--- src/rtl/mem_dump_pkg.sv ---
// mem_dump_pkg: shared types and helpers for the memory dump reader.
// Optional macro DUMP_CHECKSUM_EN adds the CSUM state to the state encoding.
package mem_dump_pkg;

    localparam int BYTE_W = 8;

`ifdef DUMP_CHECKSUM_EN
    typedef enum logic [2:0] {
        IDLE = 3'd0,
        READ = 3'd1,
        WAIT = 3'd2,
        SEND = 3'd3,
        CSUM = 3'd4,
        DONE = 3'd5
    } state_t;
`else
    typedef enum logic [2:0] {
        IDLE = 3'd0,
        READ = 3'd1,
        WAIT = 3'd2,
        SEND = 3'd3,
        DONE = 3'd5
    } state_t;
`endif

    // Number of bytes carried by one memory word (DATA_WIDTH is a multiple of 8).
    function automatic int bytes_per_word(input int data_width);
        return data_width / BYTE_W;
    endfunction

endpackage

--- src/rtl/word_serializer.sv ---
// word_serializer: loads one memory word and streams it out LSB byte first
// over a valid/ready handshake; flags acceptance of the final byte.
import mem_dump_pkg::*;

module word_serializer #(
    parameter int DATA_WIDTH = 32
) (
    input  logic                  clk,
    input  logic                  rst,
    input  logic                  load,
    input  logic [DATA_WIDTH-1:0] load_data,
    input  logic                  tx_ready,
    output logic [BYTE_W-1:0]     tx_data,
    output logic                  tx_valid,
    output logic                  last_byte_accepted
);

    localparam int BPW = bytes_per_word(DATA_WIDTH);
    localparam int CW  = (BPW > 1) ? $clog2(BPW) : 1;

    logic [DATA_WIDTH-1:0] shift_q;
    logic [CW-1:0]         cnt_q;
    logic                  valid_q;
    logic                  byte_acc;

    assign tx_data            = shift_q[BYTE_W-1:0];
    assign tx_valid           = valid_q;
    assign byte_acc           = valid_q && tx_ready;
    assign last_byte_accepted = byte_acc && (cnt_q == CW'(BPW - 1));

    // Load a fresh word, otherwise shift one byte out per accepted transfer.
    always_ff @(posedge clk or posedge rst) begin
        if (rst) begin
            shift_q <= '0;
            cnt_q   <= '0;
            valid_q <= 1'b0;
        end else if (load) begin
            shift_q <= load_data;
            cnt_q   <= '0;
            valid_q <= 1'b1;
        end else if (byte_acc) begin
            shift_q <= shift_q >> BYTE_W;
            cnt_q   <= cnt_q + CW'(1);
            if (last_byte_accepted)
                valid_q <= 1'b0;
        end
    end

endmodule

--- src/rtl/mem_dump_reader.sv ---
// mem_dump_reader: walks an inclusive (wrapping) address range, reads each
// word from a registered single-port memory and streams it out as bytes.
// Optional macro DUMP_CHECKSUM_EN appends an XOR checksum byte to the dump.
import mem_dump_pkg::*;

module mem_dump_reader #(
    parameter int DATA_WIDTH = 32,
    parameter int ADDR_WIDTH = 6
) (
    input  logic                  clk,
    input  logic                  rst,
    input  logic                  start,
    input  logic [ADDR_WIDTH-1:0] first_addr,
    input  logic [ADDR_WIDTH-1:0] last_addr,
    output logic                  busy,
    output logic                  done,
    output logic [ADDR_WIDTH-1:0] mem_address,
    output logic                  mem_read_enable,
    output logic                  mem_write_enable,
    input  logic [DATA_WIDTH-1:0] mem_data_out,
    output logic [BYTE_W-1:0]     tx_data,
    output logic                  tx_valid,
    input  logic                  tx_ready
);

    state_t                state_q, state_d;
    logic [ADDR_WIDTH-1:0] cur_q;
    logic [ADDR_WIDTH-1:0] last_q;
    logic                  start_acc;
    logic                  last_acc;
    logic                  ser_valid;
    logic [BYTE_W-1:0]     ser_data;

    assign mem_write_enable = 1'b0;
    assign start_acc        = (state_q == IDLE) && start;

    word_serializer #(
        .DATA_WIDTH(DATA_WIDTH)
    ) u_ser (
        .clk               (clk),
        .rst               (rst),
        .load              (state_q == WAIT),
        .load_data         (mem_data_out),
        .tx_ready          (tx_ready),
        .tx_data           (ser_data),
        .tx_valid          (ser_valid),
        .last_byte_accepted(last_acc)
    );

`ifdef DUMP_CHECKSUM_EN
    logic [BYTE_W-1:0] csum_q;

    // Running XOR of every data byte handed to the transmitter in this dump.
    always_ff @(posedge clk or posedge rst) begin
        if (rst)
            csum_q <= '0;
        else if (start_acc)
            csum_q <= '0;
        else if (ser_valid && tx_ready)
            csum_q <= csum_q ^ ser_data;
    end

    assign tx_valid = ser_valid || (state_q == CSUM);
    assign tx_data  = (state_q == CSUM) ? csum_q : ser_data;
`else
    assign tx_valid = ser_valid;
    assign tx_data  = ser_data;
`endif

    // State register.
    always_ff @(posedge clk or posedge rst) begin
        if (rst)
            state_q <= IDLE;
        else
            state_q <= state_d;
    end

    // Next-state and decoded control outputs.
    always_comb begin
        state_d         = state_q;
        busy            = (state_q != IDLE);
        done            = 1'b0;
        mem_read_enable = 1'b0;
        unique case (state_q)
            IDLE: if (start) state_d = READ;
            READ: begin
                mem_read_enable = 1'b1;
                state_d         = WAIT;
            end
            WAIT: state_d = SEND;
            SEND: begin
                if (last_acc) begin
                    if (cur_q == last_q)
`ifdef DUMP_CHECKSUM_EN
                        state_d = CSUM;
`else
                        state_d = DONE;
`endif
                    else
                        state_d = READ;
                end
            end
`ifdef DUMP_CHECKSUM_EN
            CSUM: if (tx_ready) state_d = DONE;
`endif
            DONE: begin
                done    = 1'b1;
                state_d = IDLE;
            end
            default: state_d = IDLE;
        endcase
    end

    // Range tracking; mem_address only moves when a new READ is about to be issued.
    always_ff @(posedge clk or posedge rst) begin
        if (rst) begin
            cur_q       <= '0;
            last_q      <= '0;
            mem_address <= '0;
        end else if (start_acc) begin
            cur_q       <= first_addr;
            last_q      <= last_addr;
            mem_address <= first_addr;
        end else if ((state_q == SEND) && last_acc && (cur_q != last_q)) begin
            cur_q       <= cur_q + 1'b1;
            mem_address <= cur_q + 1'b1;
        end
    end

endmodule

--- config.mk ---
export PLATFORM = sky130hd
export DESIGN_NAME = mem_dump_reader
export DESIGN_NICKNAME = d
export VERILOG_FILES = /design/src/rtl/mem_dump_pkg.sv /design/src/rtl/word_serializer.sv /design/src/rtl/mem_dump_reader.sv
export SDC_FILE = /design/constraint.sdc
export NUM_CORES = 1
export LEC_CHECK = 0
export CELL_PAD_IN_SITES_DETAIL_PLACEMENT = 1
export CELL_PAD_IN_SITES_GLOBAL_PLACEMENT = 2
export CORE_ASPECT_RATIO = 0.9
export CORE_MARGIN = 2
export CORE_UTILIZATION = 33
export DETAILED_ROUTE_END_ITERATION = 16
export GPL_ROUTABILITY_DRIVEN = 0
export GPL_TIMING_DRIVEN = 0
export PLACE_DENSITY_LB_ADDON = 0.1
export SETUP_SLACK_MARGIN = 0.3
export SLEW_MARGIN = 30
export SYNTH_ARGS = -nofsm -noshare
export SYNTH_HDL_FRONTEND = slang
export SYNTH_HIERARCHICAL = 1
export SYNTH_SLANG_ARGS = --single-unit
export TNS_END_PERCENT = 100
--- constraint.sdc ---
create_clock -name clk -period 3.4 [get_ports clk]
set_input_delay 1.02 -clock clk [delete_from_list [all_inputs] [get_ports clk]]
set_output_delay 1.02 -clock clk [all_outputs]
set_load 0.03 [all_outputs]
==> impl_metrics.csv <==
group,metric,value,unit
outcome,status,"completed",
placed_design,place_area,0.003606,mm^2
sta,max_clock_freq,360.6,MHz
clocking,clock_path_buffers,2,
clocking,cts_root_buf,"clkbuf_8",
yosys,synthArstFlopShare,1.000,
grt,grt_pass1_vias,2399,
critical_path,ff2ff_path_depth,7,
clocking,holdBufCountCts,0,
drt,drt-total-wl,7419,um
sta,tightest_slew,0.5929,ns
power,total_power,2.470,mW
drt,num_vias,2197,
yosys,syn-cell-area,0.002811,mm^2
job,cap_violations,0,
drt,top_layer_used,"met4",
clocking,h-tree-depth,2,
sta,finalCritPeriodShare,0.8157,
worst_hold_path,hp-class,"reg2reg",
yosys,synth_edf_count,0,
power,p_seq_frac,0.403,
critical_path,critPathTopFamily,"buffers and inverters",
floorplanning,die_area,0.009275,mm^2
critical_path,r2r_slack,1.58,ns
grt,antenna_found_initial,0,
sta,final.min_clock_period,2.773,ns
placed_design,port_buffers,65,
sta,hold_violations,0,
floorplanning,ios,67,
critical_path,endpoint,"done",
power,peakVddDrop,0.2006,mV
drt,drtAntennaViolNets,0,
critical_path,crit_arrival,1.75,ns
yosys,synth_cells,271,
power,switching_share,0.3889,
clocking,cts.sinks,50,
floorplanning,start_util,0.3452,
drt,drt-met1-wl,3656,um
drt,vias_per_cell,4.948,
critical_path,path_class,"reg2out",
critical_path,endpoint_kind,"output pin",
clocking,ctsResizeCount,0,
worst_hold_path,min_from,"last_q[1]",
grt,grt_max_degree,25,
critical_path,crit_fanout,6,
clocking,clkTransAtPathRegs,0.10,ns
critical_path,required,2.38,ns
grt,grtUsageTotal,0.1732,
power,p_per_area,668.1,mW/mm^2
drt,dr_wl_met3,227,um
clocking,postCtsSetupRepairBufs,0,
critical_path,start_kind,"register",
layout,final_nets,394,
grt,grt_pass1_wl,12480,um
yosys,ys_seq_area_frac,0.4450,
yosys,syn_area_per_cell,10.37,um^2
power,combPwrFrac,0.445,
floorplanning,num_rows,31,
drt,drc_errors,0,
layout,diodes,0,
sta,relSlewSlack,0.6043,
yosys,yosys_warnings,6,
critical_path,r2r-end,"cur_q[4]",
power,p_int,1.509,mW
floorplanning,die_y,91.57,um
layout,area_delta_synth_final,31.51,%
yosys,synth_cell_types,38,
sta,slew_viol_final,0,
floorplanning,die_width,101.3,um
critical_path,regToRegStartpoint,"u_ser/tx_valid",
drt,wl_per_cell,16.71,um
clocking,numCtsBuffers,5,
drt,first_iter_violations,90,
yosys,synth_fp_nets,321,
clocking,clk_latency,0.31,ns
floorplanning,core_area,0.008145,mm^2
layout,drive_gt1_frac,0.1942,
sta,rsz0062_at_grt,"false",
yosys,ys.flop_type,"dfrtp_1",
critical_path,worstPathCellList,"inv_1 -> nor3b_1 -> clkdlybuf4s50_1",
critical_path,max_stage_delay,0.70,ns
sta,setup_tns,0,ns
layout,n_fill_cell,940,
grt,grt_overflow_total,0,
power,netSwitchingPower,960.7,uW
critical_path,cp_slowest_cell,"clkdlybuf4s50_1",
sta,skew,0.003153,ns
drt,routed-wl-met2,3467,um
placed_design,dpl.hpwl,5485,um
yosys,ys_seq_elements,50,
critical_path,cp.buffers_inverters,2,
critical_path,startpoint,"state_q[0]",
critical_path,cp.depth,3,
power,pwr-share-clk,0.152,
drt,detail_route.first_pass.iterations,4,
layout,fin_area,0.003697,mm^2
sta,setup_violations,0,
power,p_leak,1.569,nW
clocking,cts_tree,"yes",
## worst min-delay path by stage
| stage | to | slack [ns] | depth (start not counted) |
|---|---|---|---|
| floorplan | state_q[1] | 0.49 | 1 |
| finish | last_q[1] | 0.54 | 1 |
| global route | last_q[5] | 0.56 | 1 |
| CTS | last_q[1] | 0.54 | 1 |
| detailed placement | last_q[5] | 0.52 | 1 |
| global placement | last_q[2] | 0.51 | 1 |
## area by class of cell
type / count / area [um^2] / area share
Inverter: 12 / 45.04 / 0.01218
Sequential cell: 50 / 1251 / 0.3384
Multi-Input combinational cell: 180 / 1308 / 0.3536
Timing Repair Buffer: 66 / 670.6 / 0.1814
Clock buffer: 7 / 86.33 / 0.02335
Tap cell: 99 / 123.9 / 0.03350
Buffer: 29 / 207.7 / 0.05618
Clock inverter: 1 / 5.005 / 0.001354
## cells in the mapped netlist, types with 2 or more instances
library cell   n  share of area
xnor2_1        5          0.016
inv_1         12          0.016
nand2b_1      25          0.056
nor3b_1        2         0.0053
xor2_1         6          0.019
buf_6          5          0.020
o211ai_2      13          0.058
nand2_1       35          0.047
ha_1           2         0.0089
nor3_1         2         0.0036
nand4_1        2         0.0044
o311ai_1       2         0.0062
o211ai_1       3         0.0080
buf_2         12          0.021
buf_4         10          0.027
dfrtp_1       50           0.45
nand4b_1      24          0.075
o311ai_2       6          0.035
mux2_2         6          0.024
and3_1         2         0.0044
o21ai_1        8          0.014
a21bo_1        2         0.0071
a21oi_1       12          0.021
nand3_1        2         0.0036
nor2_1        10          0.013
## kinds of logic (layout without fill, tap and decap cells)
family | count (synthesis) | after routing | share of synthesized area
other cells | 1 | 1 | 0.001334
mux | 7 | 7 | 0.02759
buf+inv | 41 | 115 | 0.08989
xor+xnor | 11 | 11 | 0.03427
simple gates | 110 | 110 | 0.2350
flops | 50 | 50 | 0.4450
fa+ha+maj | 2 | 2 | 0.008899
compound gates | 49 | 49 | 0.1580
## flip-flops by register name, indices dropped and copies added (netlist names)
name and flops:
cur_q 6, u_ser/cnt_q 2, state_q 3, u_ser/tx_valid 1, last_q 6, u_ser/shift_q 32
## through the flow
stage / std cells / utilization / hold slack [ns] / setup slack [ns]
after floorplan: 271 / - / 0.4882 / 1.169
after global placement: 435 / 0.4402 / 0.5117 / 0.4311
after detailed placement: 436 / 0.4427 / 0.5157 / 0.4060
after CTS: 444 / 0.4539 / 0.5423 / 0.6051
after global routing: 444 / 0.4539 / 0.5641 / 0.5290
final: 444 / 0.4539 / 0.5403 / 0.6267
## per-layer routing
layer / GRT usage / vias to the layer above
met5: 0 / -
met1: 0.2528 / 1073
met4: 0.03716 / 0
met2: 0.2688 / 36
met3: 0.02848 / 7
li1: - / 1081
## power groups by stage
stage          Sequential (mW)  Clock [mW]  Combinational (mW)
2_1_floorplan             1.03           0               0.687
3_3_place_gp              1.00           0                1.08
3_5_place_dp              1.01           0                1.11
4_1_cts                   1.00       0.384                1.11
5_1_grt                   1.04       0.412                1.20
6_report                 0.996       0.375                1.10
## layout by cell type (no fill, tap or decap), drive strengths merged
cell type / netlist / routed
clkdlybuf4s50: 0 / 65
dfrtp: 50 / 50
nand2: 36 / 36
buf: 27 / 28
nand2b: 25 / 25
nand4b: 24 / 24
o211ai: 16 / 16
a21oi: 12 / 12
inv: 12 / 12
nor2: 10 / 10
o21ai: 9 / 9
clkbuf: 1 / 8
o311ai: 8 / 8
xor2: 6 / 6
mux2: 6 / 6
xnor2: 5 / 5
and3: 3 / 3
nor3: 2 / 2
nand4: 2 / 2
nand3: 2 / 2
nor3b: 2 / 2
ha: 2 / 2
a21bo: 2 / 2
dlymetal6s2s: 1 / 1
nor4: 1 / 1
and4b: 1 / 1
a21boi: 1 / 1
mux2i: 1 / 1
conb: 1 / 1
clkinv: 0 / 1
and2: 1 / 1
nand3b: 1 / 1
a21o: 1 / 1
Power figures use the tool's default switching activity.
